<file path="config.mk">
export PLATFORM = sky130hd
export DESIGN_NAME = gray_to_binary_tracker_flat
export DESIGN_NICKNAME = d
export VERILOG_FILES = /design/src/rtl/gray_to_binary_tracker_if.sv /design/src/rtl/gray_to_binary_tracker.sv /design/src/flat_wrapper.sv
export SDC_FILE = /design/constraint.sdc
export NUM_CORES = 1
export LEC_CHECK = 0
export BUFFER_PORTS_ARGS = -buffer_cell sky130_fd_sc_hd__buf_2
export CORE_ASPECT_RATIO = 0.6
export CORE_MARGIN = 2
export CORE_UTILIZATION = 57
export CTS_BUF_LIST = sky130_fd_sc_hd__clkbuf_4 sky130_fd_sc_hd__clkbuf_8 sky130_fd_sc_hd__clkbuf_16
export CTS_CLUSTER_DIAMETER = 30
export DETAILED_ROUTE_END_ITERATION = 10
export PLACE_DENSITY = 0.88
export SYNTH_ARGS = -nofsm -noshare
export SYNTH_HDL_FRONTEND = slang
export SYNTH_SLANG_ARGS = --single-unit
</file>
<file path="constraint.sdc">
create_clock -name clk -period 6.7 [get_ports clk]
set_clock_uncertainty 0.1 [all_clocks]
set_input_delay 0 -clock clk [delete_from_list [all_inputs] [get_ports clk]]
set_output_delay 0 -clock clk [all_outputs]
set_load 0.01 [all_outputs]
</file>
<file path="src/rtl/gray_to_binary_tracker_if.sv">
// Sample/result bundle of the Gray-to-binary tracker: Gray samples in, decoded
// and classified results out.
interface gray_to_binary_tracker_if #(
  parameter int DATA_WIDTH    = 16,
  parameter int ERR_CNT_WIDTH = 8
);
  logic [DATA_WIDTH-1:0]    gray_in_data;
  logic                     gray_in_valid;
  logic                     clear_err;
  logic [DATA_WIDTH-1:0]    binary_out_data;
  logic                     binary_out_valid;
  logic [1:0]               step_dir;
  logic                     step_err;
  logic [ERR_CNT_WIDTH-1:0] err_count;
  logic                     tracking;

  modport master (
    output gray_in_data, gray_in_valid, clear_err,
    input  binary_out_data, binary_out_valid, step_dir, step_err, err_count, tracking
  );

  modport slave (
    input  gray_in_data, gray_in_valid, clear_err,
    output binary_out_data, binary_out_valid, step_dir, step_err, err_count, tracking
  );
endinterface

</file>
<file path="src/rtl/gray_to_binary_tracker.sv">
// Two-stage Gray decoder that classifies each sample against the previous one
// (hold / +1 / -1 / jump) and counts jumps in a saturating counter.
module gray_to_binary_tracker #(
  parameter int DATA_WIDTH    = 16,
  parameter int ERR_CNT_WIDTH = 8
) (
  input logic                    clk,
  input logic                    rst,
  gray_to_binary_tracker_if.slave bus
);
  typedef enum logic {IDLE, TRACK} state_e;

  state_e                   state_q, state_d;
  logic [DATA_WIDTH-1:0]    g_q, g_d;
  logic                     v1_q, v1_d;
  logic [DATA_WIDTH-1:0]    prev_q, prev_d;
  logic [DATA_WIDTH-1:0]    bin_q, bin_d;
  logic                     valid_q, valid_d;
  logic [1:0]               dir_q, dir_d;
  logic                     err_q, err_d;
  logic [ERR_CNT_WIDTH-1:0] cnt_q, cnt_d;

  logic [DATA_WIDTH-1:0]    b;
  logic [DATA_WIDTH-1:0]    diff;
  logic [1:0]               cls;

  always_comb begin
    g_d  = bus.gray_in_valid ? bus.gray_in_data : g_q;
    v1_d = bus.gray_in_valid;
  end

  // MSB-first prefix XOR; index counts down from the top so the loop var stays unsigned
  always_comb begin
    b = '0;
    b[DATA_WIDTH-1] = g_q[DATA_WIDTH-1];
    for (int unsigned i = 1; i < DATA_WIDTH; i++) begin
      b[DATA_WIDTH-1-i] = b[DATA_WIDTH-i] ^ g_q[DATA_WIDTH-1-i];
    end
  end

  always_comb begin
    diff = b - prev_q;
    if (diff == '0)                               cls = 2'b00;
    else if (diff == DATA_WIDTH'(1))              cls = 2'b01;
    else if (diff == {DATA_WIDTH{1'b1}})          cls = 2'b10;
    else                                          cls = 2'b11;
  end

  always_ff @(posedge clk) begin
    if (rst) state_q <= IDLE;
    else     state_q <= state_d;
  end

  always_comb begin
    state_d = state_q;
    if (v1_q) state_d = TRACK;
  end

  always_comb begin
    prev_d  = prev_q;
    bin_d   = bin_q;
    dir_d   = dir_q;
    err_d   = 1'b0;
    valid_d = v1_q;
    if (v1_q) begin
      prev_d = b;
      bin_d  = b;
      if (state_q == TRACK) begin
        dir_d = cls;
        err_d = (cls == 2'b11);
      end else begin
        dir_d = 2'b00;
      end
    end
  end

  // clear and a coincident error resolve to a count of one
  always_comb begin
    cnt_d = cnt_q;
    if (bus.clear_err)       cnt_d = err_d ? ERR_CNT_WIDTH'(1) : '0;
    else if (err_d && cnt_q != '1) cnt_d = cnt_q + ERR_CNT_WIDTH'(1);
  end

  always_ff @(posedge clk) begin
    if (rst) begin
      g_q     <= '0;
      v1_q    <= 1'b0;
      prev_q  <= '0;
      bin_q   <= '0;
      valid_q <= 1'b0;
      dir_q   <= '0;
      err_q   <= 1'b0;
      cnt_q   <= '0;
    end else begin
      g_q     <= g_d;
      v1_q    <= v1_d;
      prev_q  <= prev_d;
      bin_q   <= bin_d;
      valid_q <= valid_d;
      dir_q   <= dir_d;
      err_q   <= err_d;
      cnt_q   <= cnt_d;
    end
  end

  assign bus.binary_out_data  = bin_q;
  assign bus.binary_out_valid = valid_q;
  assign bus.step_dir         = dir_q;
  assign bus.step_err         = err_q;
  assign bus.err_count        = cnt_q;
  assign bus.tracking         = (state_q == TRACK);
endmodule

</file>
<file path="src/flat_wrapper.sv">
// flat-port wrapper written by rule: the top's interface ports become plain ports
module gray_to_binary_tracker_flat 
#(
  parameter int DATA_WIDTH    = 16,
  parameter int ERR_CNT_WIDTH = 8
)
  (clk, rst, bus_gray_in_data, bus_gray_in_valid, bus_clear_err, bus_binary_out_data, bus_binary_out_valid, bus_step_dir, bus_step_err, bus_err_count, bus_tracking);
  gray_to_binary_tracker_if #(.DATA_WIDTH(DATA_WIDTH), .ERR_CNT_WIDTH(ERR_CNT_WIDTH)) bus_i ();
  input logic clk;
  input logic rst;
  input wire logic [$bits(bus_i.gray_in_data)-1:0] bus_gray_in_data;
  input wire logic [$bits(bus_i.gray_in_valid)-1:0] bus_gray_in_valid;
  input wire logic [$bits(bus_i.clear_err)-1:0] bus_clear_err;
  output wire logic [$bits(bus_i.binary_out_data)-1:0] bus_binary_out_data;
  output wire logic [$bits(bus_i.binary_out_valid)-1:0] bus_binary_out_valid;
  output wire logic [$bits(bus_i.step_dir)-1:0] bus_step_dir;
  output wire logic [$bits(bus_i.step_err)-1:0] bus_step_err;
  output wire logic [$bits(bus_i.err_count)-1:0] bus_err_count;
  output wire logic [$bits(bus_i.tracking)-1:0] bus_tracking;
  assign bus_i.gray_in_data = bus_gray_in_data;
  assign bus_i.gray_in_valid = bus_gray_in_valid;
  assign bus_i.clear_err = bus_clear_err;
  assign bus_binary_out_data = bus_i.binary_out_data;
  assign bus_binary_out_valid = bus_i.binary_out_valid;
  assign bus_step_dir = bus_i.step_dir;
  assign bus_step_err = bus_i.step_err;
  assign bus_err_count = bus_i.err_count;
  assign bus_tracking = bus_i.tracking;
  gray_to_binary_tracker #(.DATA_WIDTH(DATA_WIDTH), .ERR_CNT_WIDTH(ERR_CNT_WIDTH)) u_core (.clk(clk), .rst(rst), .bus(bus_i));
endmodule
</file>
==> flow_summary.toml, run 1 <==
[outcome]
status = "complete, no violations"

[sta]
drv_slew = 0
period_share_pct = 83.5
rsz0062_at_grt = "no"
setup_viol = 0
slew_headroom_pct = 36.4
fmax_ghz = 0.179
final.setup.tns_ns = 0
hold_violations = 0
min_period_ns = 5.59
worstMarginPinSlew_ns = 0.950

[pwr]
p_total_w = 0.00138
p_comb_share_pct = 64.7
p_leak_nw = 1.58
pwr-share-clk_pct = 13.0
p_sw_w = 0.000649
power_density_mw_per_mm2 = 384
ir_drop_v = 0.000265
p_int_w = 0.000735
swShare_pct = 46.9
seq_power_share_pct = 22.4

[clock_tree]
clk_path_buf_depth = 2
cts_made_buffers = 5
cts_sinks = 46
cts-root-buf = "clkbuf_8"
h-tree-depth = 2
cts_resized = 0
clk_latency_ns = 0.31
postCtsSetupBuffers = 0
clkTransAtPathRegs_ns = 0.09
cts_tree = "yes"
cts-hold-fix-buffers = 17

[global_route]
grt_usage_pct = 26.5
grt_max_degree = 43
antenna_found_initial = 0
overflow = 0
grt_pass1_wl_um = 12400
grt_pass1_vias = 2512

[synth]
avgSynthCellArea_um2 = 8.59
ys_seq_area_share_pct = 29.9
syn_nets = 396
synthCells = 358
ys_seq_elements = 46
synth_edf_count = 0
ys_warn_count = 0
yosys.area.top_type = "dfxtp_1"
synth-async-reset-ratio_pct = 0
ys_types = 53
synth_area_leaders = "dfxtp_1 (30%), mux2i_1 (8.8%), ha_1 (6.9%), nor2_1 (6.6%), xnor2_1 (5.4%)"
synth-main-ff-cell = "dfxtp_1"
synth_top_area_share_pct = 29.9
synth_area_mm2 = 0.00308

[routing]
ant_nets = 0
drt_wl_total_um = 7710
drtPass1Iterations = 5
drc = 0
drt_iter0_markers = 184
wl_per_cell_um = 16.0
vias = 2791
viasPerCell = 5.79

[cells_and_area]
drive_above_1_share_pct = 18.3
final_core_util_pct = 70.2
layout.nets = 453
syn2layout_area_growth_pct = 17.1
diodes = 0

[hold_path]
hp-class = "in -> reg"

[die]
fp.dieH_um = 60.9
die_area_mm2 = 0.00602
io_pins = 49
core_area_mm2 = 0.00513
num_rows = 20
die_width_um = 98.8
initial_utilization_pct = 60.0

[worst_setup_path]
required_ns = 6.81
cp-end-kind = "flop"
start_kind = "flop"
path_class = "reg -> reg"
arrival_ns = 5.70
crit_fanout = 11

[placement]
routabilityCongestion = 0.897
numPortBuffers = 48
dp_hpwl_um = 5480

[job]
maxCapViolCount = 0
final timing paths:
kind	endpoint	slack, ns	cells after the start	startpoint
worst max-delay path	u_core.bus.err_count[0]	1.11	21	u_core.g_q[15]
worst min-delay path	u_core.v1_q	0.11	2	bus_gray_in_valid
worst max register to register	u_core.bus.err_count[0]	1.11	21	u_core.g_q[15]
worst min register to register	u_core.bus.step_dir[1]	0.38	2	u_core.bus.step_dir[1]
worst max-delay path, cell delays in order (launching register included):
cell and delay [ns]:
dfxtp_1 0.37, xnor2_2 0.30, xnor2_4 0.13, xnor2_1 0.24
inv_2 0.10, xnor2_4 0.29, xnor2_4 0.16, xnor2_4 0.24
xnor2_4 0.18, xnor2_2 0.18, ha_1 0.18, inv_1 0.04
fa_1 0.43, a211oi_2 0.32, nor2_1 0.13, o221a_2 0.28
and2_1 0.16, a211oi_1 0.28, nor4_1 0.10, a31oi_1 0.73
nand2_1 0.25, o32ai_1 0.29
synthesized netlist by cell type, types with 2 or more instances:
master and n:
nand2_1 15, nand3_1 7, a211oi_2 2, ha_1 17, a2111oi_0 2, or3_1 3, o21ai_0 13, o211a_1 2
a21oi_1 17, a31o_2 5, nor2b_1 5, inv_1 26, clkbuf_1 11, mux2i_1 27, nor3b_1 3, buf_1 2
and3_1 6, xnor2_4 5, buf_2 3, nor2_1 54, nand4_1 3, o211ai_1 2, a211oi_1 12, and2_1 2
xnor2_1 19, nor3_1 4, o2111ai_1 2, a31oi_1 5, nand2b_1 7, dfxtp_1 46, xor2_1 6, nor4_1 3
xnor2_2 2
layout by cell type, fill, tap and decap left out, types with 3 or more instances in the layout:
| master | n |
|---|---|
| a211oi_1 | 12 |
| a21oi_1 | 17 |
| a31o_2 | 5 |
| a31oi_1 | 5 |
| and3_1 | 6 |
| buf_2 | 48 |
| clkbuf_8 | 5 |
| dfxtp_1 | 46 |
| dlygate4sd3_1 | 17 |
| ha_1 | 17 |
| inv_1 | 26 |
| mux2i_1 | 27 |
| nand2_1 | 15 |
| nand2b_1 | 7 |
| nand3_1 | 7 |
| nand4_1 | 3 |
| nor2_1 | 54 |
| nor2b_1 | 5 |
| nor3_1 | 4 |
| nor3b_1 | 3 |
| nor4_1 | 3 |
| o21ai_0 | 13 |
| or3_1 | 3 |
| xnor2_1 | 19 |
| xnor2_4 | 5 |
| xor2_1 | 6 |
per-stage QoR:
stage	std cells	instance area [µm²]	hold slack, ns	setup slack [ns]
after detailed placement	457	3340	0.144	1.23
final	482	3600	0.108	1.11
after global placement	457	3340	0.133	1.27
after global routing	482	3600	0.120	0.773
after floorplan	358	3080	0.0475	1.96
after CTS	482	3600	0.0936	1.18
sequential cells by signal, summed over array words and instances, names as in the netlist:
register	count
u_core.bus.tracking	1
u_core.g_q	16
u_core.bus.step_err	1
u_core.bus.step_dir	2
u_core.prev_q	16
u_core.v1_q	1
u_core.bus.err_count	8
u_core.bus.binary_out_valid	1
logic make-up after synthesis:
| group | after synthesis | synth area share [%] |
|---|---|---|
| xor+xnor | 32 | 12.7 |
| flops | 46 | 29.9 |
| fa+ha+maj | 18 | 7.57 |
| buf+inv | 43 | 5.37 |
| compound gates | 76 | 17.7 |
| simple gates | 116 | 18.0 |
| mux | 27 | 8.79 |
per-layer routing:
| metal | GRT usage [%] | routed length, µm | share of wire, % |
|---|---|---|---|
| met4 | 4.11 | 34 | 0.44 |
| met1 | 39.4 | 3800 | 49 |
| met5 | 0 | 0 | 0 |
| met2 | 40.2 | 3360 | 44 |
| met3 | 6.22 | 518 | 6.7 |
area by class of cell:
class / count / area, µm²
clock buffer: 6 / 76.3
sequential: 46 / 921
clock inverter: 2 / 13.8
tap: 66 / 82.6
fill: 382 / 1530
multi-input combinational: 269 / 1990
inverter: 27 / 101
timing repair buffer: 66 / 418
power by group through the flow:
stage / registers (W) / clock network, W / logic [W]
floorplan: 0.000319 / 0 / 0.000684
global placement: 0.000315 / 0 / 0.000859
detailed placement: 0.000316 / 0 / 0.000865
CTS: 0.000309 / 0.000183 / 0.000877
global route: 0.000312 / 0.000192 / 0.000986
finish: 0.000310 / 0.000179 / 0.000895
No activity file was read; power rests on OpenSTA's default activity.
==> run 2: changes to the inputs <==
CORE_UTILIZATION = 52   (was 57)
PLACE_DENSITY = 0.85   (was 0.88)
clock period = 5 ns   (was 6.7 ns; I/O delays follow)
==> flow_summary.toml, run 2 (synthesis gave the netlist of run 1 again) <==
[outcome]
status = "complete, no violations"

[sta]
slew_headroom_pct = 50.9
drv_slew = 0
worstMarginPinSlew_ns = 0.737
setup_viol = 0
fmax_ghz = 0.206
min_period_ns = 4.85
hold_violations = 0
period_share_pct = 96.9

[placement]
numPortBuffers = 48
place_area_mm2 = 0.00340
routabilityCongestion = 0.933
dp_hpwl_um = 5320

[clock_tree]
clk_latency_ns = 0.30
h-tree-depth = 2
cts_made_buffers = 5
clkTransAtPathRegs_ns = 0.09
cts_tree = "yes"
clk_path_buf_depth = 2
cts-root-buf = "clkbuf_8"
cts_sinks = 46

[die]
fp.dieH_um = 63.6
core_area_mm2 = 0.00565
io_pins = 49
num_rows = 21
die_area_mm2 = 0.00657
die_width_um = 103
initial_utilization_pct = 54.4

[cells_and_area]
syn2layout_area_growth_pct = 26.5
drive_above_1_share_pct = 27.4
final_core_util_pct = 68.9
final_cell_mix = "nor2_1 (53), buf_2 (48), dfxtp_1 (42)"
layout.nets = 472
layout.cell_area.non_filler_mm2 = 0.00389
final_common_cell = "nor2_1"
diodes = 0

[worst_setup_path]
path_class = "reg -> reg"
start_kind = "flop"
required_ns = 5.14
crit_fanout = 7
r2r-start = "u_core.g_q[10]"
reg2reg_depth = 22
arrival_ns = 4.98
critPathLaunch = "u_core.g_q[10]"
cp_num_cells = 22
reg2reg_to = "u_core.bus.err_count[1]"
crit_path_max_incr_delay_ns = 0.40
cp-end-kind = "flop"
r2r_slack_ns = 0.15
crit_slowest_cell = "fa_2"
path_buf_inv = 3
crit_path_cell_trace = "xnor2_1 -> xnor2_1 -> xnor2_2 -> inv_2 -> xnor2_4 -> xnor2_4 -> xnor2_4 -> xnor2_4 -> xnor2_2 -> ha_2 -> inv_2 -> fa_2 -> a211oi_4 -> nor2_2 -> o221a_2 -> a21oi_2 -> xor2_1 -> nand4_1 -> o31a_1 -> buf_6 -> a21bo_2 -> a21oi_2"
path_delay_family = "XOR/XNOR gates"
crit_path_frequent_cell = "xnor2_4"
endpoint = "u_core.bus.err_count[1]"

[job]
maxCapViolCount = 0

[pwr]
ir_drop_v = 0.000278
power_density_mw_per_mm2 = 519
p_leak_nw = 1.70

[routing]
viasPerCell = 5.58
wl_per_cell_um = 15.2
drtPass1Iterations = 5
drt_iter0_markers = 171
drt_wl_total_um = 7830
vias = 2872
drc = 0
ant_nets = 0

[hold_path]
hp-class = "in -> reg"

[global_route]
overflow = 0
grt_pass1_vias = 2494
grt_pass1_wl_um = 12200
grt_max_degree = 43
antenna_found_initial = 0
grt_usage_pct = 23.5
-- run 2: changes by cell type in the layout (fill, tap and decap cells not counted), sizes merged --
cell | before | now
buf | 49 | 68
-- run 2: per-stage QoR --
stage | hold WS (ns) | total power (W) | TNS [ns] | instances | setup WS, ns
after global routing | 0.120 | 0.00216 | -0.283 | 515 | -0.0707
final | 0.116 | 0.00202 | 0 | 515 | 0.154
after detailed placement | 0.143 | 0.00159 | -1.32 | 477 | -0.217
after floorplan | 0.0475 | 0.00134 | 0 | 358 | 0.257
after global placement | 0.132 | 0.00159 | 0 | 477 | 0.0983
after CTS | 0.109 | 0.00188 | 0 | 506 | 0.0190
-- run 2: layout make-up --
cell class | instances | area, µm²
Fill cell | 415 | 1760
Clock buffer | 6 | 76.3
Tap cell | 80 | 100
Multi-Input combinational cell | 269 | 2110
Sequential cell | 46 | 928
Inverter | 27 | 101
Timing Repair Buffer | 85 | 564
Clock inverter | 2 | 13.8
-- run 2: worst reg2reg max path: cells and delay by family, from the launching register on --
family | cells | cell delay [ns]
xor gates and xnor gates | 9 | 1.76
and+or+nand+nor | 2 | 0.26
adders and majority gates | 2 | 0.61
buffers and inverters | 3 | 0.28
DFF | 1 | 0.33
AOI/OAI and AO/OA | 6 | 1.45
-- run 2: per-layer routing --
layer	track usage (%)	wire [µm]	vias to the layer above
met5	0	0	-
met4	2.30	49	0
met3	4.11	447	8
met2	34.8	3500	99
met1	36.5	3830	1354
li1	-	-	1411
-- run 2: repair_timing --
item                       4_1_cts  5_1_grt
hold buffers                    17        0
resized for setup               11       23
setup endpoints to repair       11       11
setup buffers                    4       10
hold endpoints to repair        19        0
pin swaps                        9       22
-- run 2: worst min path at each step --
stage / start / end / slack, ns / cells past startpoint
2_1_floorplan: bus_gray_in_data[0] / u_core.g_q[0] / 0.05 / 2
3_3_place_gp: bus_gray_in_data[8] / u_core.g_q[8] / 0.13 / 3
3_5_place_dp: bus_gray_in_data[10] / u_core.g_q[10] / 0.14 / 3
4_1_cts: bus_gray_in_valid / u_core.v1_q / 0.11 / 2
5_1_grt: bus_gray_in_valid / u_core.v1_q / 0.12 / 2
6_report: bus_gray_in_valid / u_core.v1_q / 0.12 / 2
-- run 2: where the power goes --
group          total (W)  internal [W]  leakage (nW)  switching (W)
combinational    0.00137      0.000581          1.27       0.000784
clock           0.000236      0.000104        0.0486       0.000132
sequential      0.000417      0.000392         0.379      0.0000246
total            0.00202       0.00108          1.70       0.000941
